[config.mk]
export PLATFORM = sky130hd
export DESIGN_NAME = mem_cmd_sequencer
export DESIGN_NICKNAME = d
export VERILOG_FILES = /design/src/rtl/mem_seq_pkg.sv /design/src/rtl/mem_cmd_sequencer_fifo.sv /design/src/rtl/mem_cmd_sequencer.sv
export SDC_FILE = /design/constraint.sdc
export NUM_CORES = 1
export LEC_CHECK = 0
export ABC_CLOCK_PERIOD_IN_PS = 6300
export CAP_MARGIN = 40
export CORE_UTILIZATION = 45
export DETAILED_ROUTE_END_ITERATION = 10
export GPL_TIMING_DRIVEN = 0
export PLACE_DENSITY = 0.68
export SLEW_MARGIN = 0
export SYNTH_ARGS = -nofsm -noshare
export SYNTH_HDL_FRONTEND = slang
export SYNTH_SLANG_ARGS = --single-unit
[constraint.sdc]
create_clock -name clk -period 6.3 [get_ports clk]
set_input_delay 1.26 -clock clk [delete_from_list [all_inputs] [get_ports clk]]
set_output_delay 1.26 -clock clk [all_outputs]
set_load 0.005 [all_outputs]
[src/rtl/mem_seq_pkg.sv]
// Shared types for the memory command sequencer.
// Command and response bundles carried through the sequencer FIFOs.
package mem_seq_pkg;

    localparam logic OP_WRITE = 1'b0;
    localparam logic OP_READ  = 1'b1;

    localparam int MEM_ADDR_W = 3;
    localparam int MEM_DATA_W = 8;

    typedef struct packed {
        logic                  op;
        logic [MEM_ADDR_W-1:0] addr;
        logic [MEM_DATA_W-1:0] data;
    } cmd_t;

    typedef struct packed {
        logic [MEM_ADDR_W-1:0] addr;
        logic [MEM_DATA_W-1:0] data;
    } rsp_t;

endpackage

[src/rtl/mem_cmd_sequencer_fifo.sv]
// Synchronous FIFO with wrap-bit pointers and occupancy count.
// Registered storage; no fall-through from push to pop.
module seq_fifo #(
    parameter int WIDTH = 8,
    parameter int DEPTH = 4
) (
    input  logic                       clk,
    input  logic                       resetn,
    input  logic                       push,
    input  logic [WIDTH-1:0]           wdata,
    input  logic                       pop,
    output logic [WIDTH-1:0]           rdata,
    output logic [$clog2(DEPTH):0]     count
);

    localparam int AW = $clog2(DEPTH);

    logic [AW:0]      wptr_q, wptr_d;
    logic [AW:0]      rptr_q, rptr_d;
    logic [WIDTH-1:0] mem_q [DEPTH];
    logic             full;
    logic             empty;
    logic             do_push;
    logic             do_pop;

    always_comb begin
        full    = (wptr_q[AW] != rptr_q[AW]) &&
                  (wptr_q[AW-1:0] == rptr_q[AW-1:0]);
        empty   = (wptr_q == rptr_q);
        do_push = push && !full;
        do_pop  = pop && !empty;
        wptr_d  = wptr_q + (AW+1)'(do_push);
        rptr_d  = rptr_q + (AW+1)'(do_pop);
        count   = wptr_q - rptr_q;
        rdata   = mem_q[rptr_q[AW-1:0]];
    end

    always_ff @(posedge clk or negedge resetn) begin
        if (!resetn) begin
            wptr_q <= '0;
            rptr_q <= '0;
        end else begin
            wptr_q <= wptr_d;
            rptr_q <= rptr_d;
        end
    end

    always_ff @(posedge clk) begin
        if (do_push) begin
            mem_q[wptr_q[AW-1:0]] <= wdata;
        end
    end

    // Upstream flow control must make these impossible.
    a_no_overflow: assert property (@(posedge clk) disable iff (!resetn)
        !(push && full));
    a_no_underflow: assert property (@(posedge clk) disable iff (!resetn)
        !(pop && empty));

endmodule

[src/rtl/mem_cmd_sequencer.sv]
// In-order command issue to an 8-entry register memory with
// credit-limited reads and a buffered response stream.
module mem_cmd_sequencer
    import mem_seq_pkg::*;
#(
    parameter int CMD_DEPTH = 4,
    parameter int RSP_DEPTH = 4,
    parameter int ADDR_W    = MEM_ADDR_W,
    parameter int DATA_W    = MEM_DATA_W
) (
    input  logic              clk,
    input  logic              resetn,
    input  logic              cmd_valid,
    output logic              cmd_ready,
    input  logic              cmd_op,
    input  logic [ADDR_W-1:0] cmd_addr,
    input  logic [DATA_W-1:0] cmd_data,
    output logic              mem_wr,
    output logic              mem_rd,
    output logic [ADDR_W-1:0] mem_addr,
    output logic [DATA_W-1:0] mem_din,
    input  logic [DATA_W-1:0] mem_dout,
    input  logic              mem_error,
    output logic              rsp_valid,
    input  logic              rsp_ready,
    output logic [DATA_W-1:0] rsp_data,
    output logic [ADDR_W-1:0] rsp_addr,
    output logic              err_sticky,
    output logic              busy
);

    localparam int CAW = $clog2(CMD_DEPTH);
    localparam int RAW = $clog2(RSP_DEPTH);
    localparam logic [CAW:0]   CMD_LIM = (CAW+1)'(CMD_DEPTH);
    localparam logic [RAW+1:0] RSP_LIM = (RAW+2)'(RSP_DEPTH);

    cmd_t            cmd_in;
    cmd_t            cmd_head;
    rsp_t            rsp_in;
    rsp_t            rsp_head;
    logic [CAW:0]    cmd_count;
    logic [RAW:0]    rsp_count;
    logic            cmd_empty;
    logic            cmd_full;
    logic            rsp_empty;
    logic            cmd_push;
    logic            cmd_pop;
    logic            rsp_pop;
    logic [RAW+1:0]  credit_used;
    logic            credit_ok;
    logic            issue_wr;
    logic            issue_rd;

    logic              mem_wr_q, mem_wr_d;
    logic              mem_rd_q, mem_rd_d;
    logic [ADDR_W-1:0] mem_addr_q, mem_addr_d;
    logic [DATA_W-1:0] mem_din_q, mem_din_d;
    logic              pend_q, pend_d;
    logic [ADDR_W-1:0] pend_addr_q, pend_addr_d;
    logic              err_q, err_d;

    always_comb begin
        cmd_in.op   = cmd_op;
        cmd_in.addr = cmd_addr;
        cmd_in.data = cmd_data;
        cmd_empty   = (cmd_count == '0);
        cmd_full    = (cmd_count == CMD_LIM);
        rsp_empty   = (rsp_count == '0);
        cmd_ready   = !cmd_full;
        cmd_push    = cmd_valid && !cmd_full;
        rsp_valid   = !rsp_empty;
        rsp_pop     = rsp_valid && rsp_ready;
        rsp_in.addr = pend_addr_q;
        rsp_in.data = mem_dout;
    end

    seq_fifo #(
        .WIDTH ($bits(cmd_t)),
        .DEPTH (CMD_DEPTH)
    ) u_cmd_fifo (
        .clk    (clk),
        .resetn (resetn),
        .push   (cmd_push),
        .wdata  (cmd_in),
        .pop    (cmd_pop),
        .rdata  (cmd_head),
        .count  (cmd_count)
    );

    seq_fifo #(
        .WIDTH ($bits(rsp_t)),
        .DEPTH (RSP_DEPTH)
    ) u_rsp_fifo (
        .clk    (clk),
        .resetn (resetn),
        .push   (pend_q),
        .wdata  (rsp_in),
        .pop    (rsp_pop),
        .rdata  (rsp_head),
        .count  (rsp_count)
    );

    // Buffered plus in-flight reads may never exceed response slots.
    always_comb begin
        credit_used = {1'b0, rsp_count}
                    + {{(RAW+1){1'b0}}, mem_rd_q}
                    + {{(RAW+1){1'b0}}, pend_q};
        credit_ok   = credit_used < RSP_LIM;
        issue_wr    = !cmd_empty && (cmd_head.op == OP_WRITE);
        issue_rd    = !cmd_empty && (cmd_head.op == OP_READ) && credit_ok;
        cmd_pop     = issue_wr || issue_rd;
    end

    always_comb begin
        mem_wr_d    = issue_wr;
        mem_rd_d    = issue_rd;
        mem_addr_d  = mem_addr_q;
        mem_din_d   = mem_din_q;
        if (issue_wr) begin
            mem_addr_d = cmd_head.addr;
            mem_din_d  = cmd_head.data;
        end else if (issue_rd) begin
            mem_addr_d = cmd_head.addr;
            mem_din_d  = '0;
        end
        pend_d      = mem_rd_q;
        pend_addr_d = mem_rd_q ? mem_addr_q : pend_addr_q;
        err_d       = err_q | mem_error;
    end

    always_ff @(posedge clk or negedge resetn) begin
        if (!resetn) begin
            mem_wr_q    <= 1'b0;
            mem_rd_q    <= 1'b0;
            mem_addr_q  <= '0;
            mem_din_q   <= '0;
            pend_q      <= 1'b0;
            pend_addr_q <= '0;
            err_q       <= 1'b0;
        end else begin
            mem_wr_q    <= mem_wr_d;
            mem_rd_q    <= mem_rd_d;
            mem_addr_q  <= mem_addr_d;
            mem_din_q   <= mem_din_d;
            pend_q      <= pend_d;
            pend_addr_q <= pend_addr_d;
            err_q       <= err_d;
        end
    end

    always_comb begin
        mem_wr     = mem_wr_q;
        mem_rd     = mem_rd_q;
        mem_addr   = mem_addr_q;
        mem_din    = mem_din_q;
        rsp_data   = rsp_valid ? rsp_head.data : '0;
        rsp_addr   = rsp_valid ? rsp_head.addr : '0;
        err_sticky = err_q;
        busy       = !cmd_empty || !rsp_empty || mem_rd_q || pend_q;
    end

endmodule

==> results.yml <==
grt:
  track_usage_pct: 16.8
  antenna_found_initial: 0
  gr-total-overflow: 0
  grt_max_degree: 31
  grt_first_pass_wirelength_um: 13400
  grt_pass1_vias: 2580
outcome:
  outcome: "completed"
clock_network:
  cts_resized: 0
  tritoncts: "built"
  clockBufferDepth: 2
  cts_inserted_buffers: 17
  htree_levels: 4
  insertion_delay_ns: 0.50
  cts-root-buf: "clkbuf_8"
  post_cts_buffers: 0
  path_clk_slew_ns: 0.05
  cts_sinks: 122
  holdBufCountCts: 0
floorplan:
  core-area_um2: 10300
  dieArea_um2: 11000
  start_util_pct: 46.3
  rows: 37
  die_h_um: 105
  ios: 53
  die_w_um: 105
sta:
  fin_ws_ns: 1.77
  fin_tns_setup_ns: 0
  skew_ns: 0.00753
  max_freq_ghz: 0.221
  max_slew.worst_pin.slew_ns: 0.691
  fin_crit_sh_pct: 71.8
  post-route-min-period_ns: 4.53
  rsz0062_at_grt: "false"
  maxSlewHeadroom_pct: 53.9
  slew_viol_final: 0
  setup_viol: 0
  hold_viol: 0
worst_setup_path:
  worstPathArrival_ns: 3.27
  slowest_stage: "buf_1"
  cp-start-kind: "register"
  crit_required_ns: 5.04
  crit_path_cell_trace: "buf_1, inv_1, ha_1, and2b_2, xnor2_1, nand3_1, or4_1, clkdlybuf4s50_1"
  worstSetupEndpointType: "output pin"
  cpPeakStageDelay_ns: 0.55
  worstRegToRegCells: 11
  criticalPathCategory: "reg2out"
  r2r_slack_ns: 3.37
  critPathMaxFanout: 10
logic_synthesis:
  synth_common_cells: "edfxtp_1 (92), dfrtp_1 (30), mux4_2 (23)"
  synth_ff_type: "edfxtp_1"
  yosysMostFrequentCell: "edfxtp_1"
  synth_edf_count: 92
  synth.largest_area_cell: "edfxtp_1"
  synth_top_area_share_pct: 58.1
  synth_async_sr_flop_share_pct: 24.6
  synth_fp_nets: 274
  yosysSeqAreaShare_pct: 73.9
  yosys.cell_types.count: 31
  ys_ff_latch: 122
  syn-cell-area_um2: 4760
  avgSynthCellArea_um2: 20.2
  netlist_instances: 235
  ys_warn_count: 0
  yosys-top-cells-area: "edfxtp_1 (58%), dfrtp_1 (16%), mux4_2 (11%)"
detailed_routing:
  vias: 2369
  avgRoutedWirePerCell_um: 17.7
  vias_per_cell: 5.14
  finalWirelength_um: 8140
  drtPass1Iterations: 4
  detail-route-antenna-nets: 0
  drtIter0Drc: 98
  post-route-drc-count: 0
layout:
  drive_gt1_share_pct: 26.5
  antenna_cells: 0
  fin_nets: 351
  syn_to_final_growth_pct: 28.9
placement:
  io_buffers: 52
  gp_congestion: 0.725
  pre_cts_slack_ns: 2.26
  detailed_place_hpwl_um: 5470
hold_path:
  min-delay-path-class: "reg2reg"
  whs_path_depth: 1
flow_run:
  drv_cap: 0
pwr:
  power_leakage_nw: 2.25
  total_power_mw: 3.49
  ir_drop_uv: 297
  p_per_area_nw_per_um2: 569
## path summary, 6_finish.rpt
path                                                start                              to
max                        u_cmd_fifo.rptr_q[1]$_DFF_PN0_                            busy
min                                  err_sticky$_DFF_PN0_            err_sticky$_DFF_PN0_
max reg2reg                u_cmd_fifo.rptr_q[1]$_DFF_PN0_  u_cmd_fifo.rptr_q[2]$_DFF_PN0_
min reg2reg                          err_sticky$_DFF_PN0_            err_sticky$_DFF_PN0_
max in group asynchronous                          resetn         mem_addr[1]$_DFFE_PN0P_
min in group asynchronous                          resetn                pend_q$_DFF_PN0_
## cells in the final DEF, fill, tap and decap left out, types with 4 or more instances in the layout
| cell | instances |
|---|---|
| edfxtp_1 | 92 |
| clkdlybuf4s50_1 | 51 |
| dfrtp_1 | 30 |
| mux4_2 | 23 |
| clkbuf_16 | 16 |
| ha_1 | 13 |
| and2_1 | 11 |
| inv_1 | 8 |
| a22o_2 | 8 |
| buf_6 | 7 |
| nor2_1 | 5 |
| mux2_2 | 5 |
| clkbuf_1 | 4 |
| xor2_1 | 4 |
| nor3_2 | 4 |
| bufinv_16 | 4 |
## final cells by class
type / instances / area [um^2]
sequential: 122 / 3510
tap: 136 / 170
inverter: 8 / 30.0
fill: 790 / 4150
clock inverter: 12 / 174
multi-input combinational: 99 / 1200
clock buffer: 20 / 425
timing repair buffer: 58 / 583
buffer: 6 / 32.5
## power breakdown
part	switching (mW)	internal, mW	total, mW
Combinational	0.559	0.728	1.29
Clock	0.324	0.639	0.964
Sequential	0.126	1.11	1.24
## worst max-delay path, delay by kind of cell (launching register included)
kind	cells	cell delay, ns
XOR/XNOR	1	0.21
adder cells (fa/ha/maj)	1	0.21
buffers and inverters	3	1.12
flip-flops	1	0.45
AND/OR/NAND/NOR	3	0.77
## flip-flops by register name, summed over array words and instances, names as in the netlist
signal / count
err_sticky: 1
u_rsp_fifo.wptr_q: 3
u_rsp_fifo.mem_q: 44
mem_rd: 1
u_cmd_fifo.rptr_q: 3
mem_din: 8
u_cmd_fifo.mem_q: 48
u_cmd_fifo.wptr_q: 3
pend_addr_q: 3
mem_wr: 1
mem_addr: 3
pend_q: 1
u_rsp_fifo.rptr_q: 3
## routing by layer
| metal | wire (um) | track usage (%) | vias to the layer above |
|---|---|---|---|
| met5 | 0 | 0 | - |
| met4 | 76 | 6.34 | 0 |
| met3 | 342 | 5.49 | 11 |
| met2 | 4390 | 29.1 | 55 |
| met1 | 3330 | 19.4 | 1208 |
| li1 | - | - | 1095 |
## per-stage QoR
| step | std cells | cell area (um^2) | hold slack [ns] | util [%] |
|---|---|---|---|---|
| 2_1_floorplan | 235 | 4760 | 0.462 | - |
| 3_3_place_gp | 423 | 5450 | 0.454 | 53.0 |
| 3_5_place_dp | 429 | 5530 | 0.454 | 53.8 |
| 4_1_cts | 461 | 6130 | 0.475 | 59.6 |
| 5_1_grt | 461 | 6130 | 0.489 | 59.6 |
| 6_report | 461 | 6130 | 0.473 | 59.6 |
## cell families after synthesis
group / after synthesis / share of synthesized area, %
compound gates: 14 / 2.60
xor+xnor: 8 / 2.00
fa+ha+maj: 14 / 3.84
buf+inv: 14 / 1.32
flops: 122 / 73.9
mux: 29 / 12.4
simple gates: 34 / 4.00
Power figures use the tool's default switching activity.
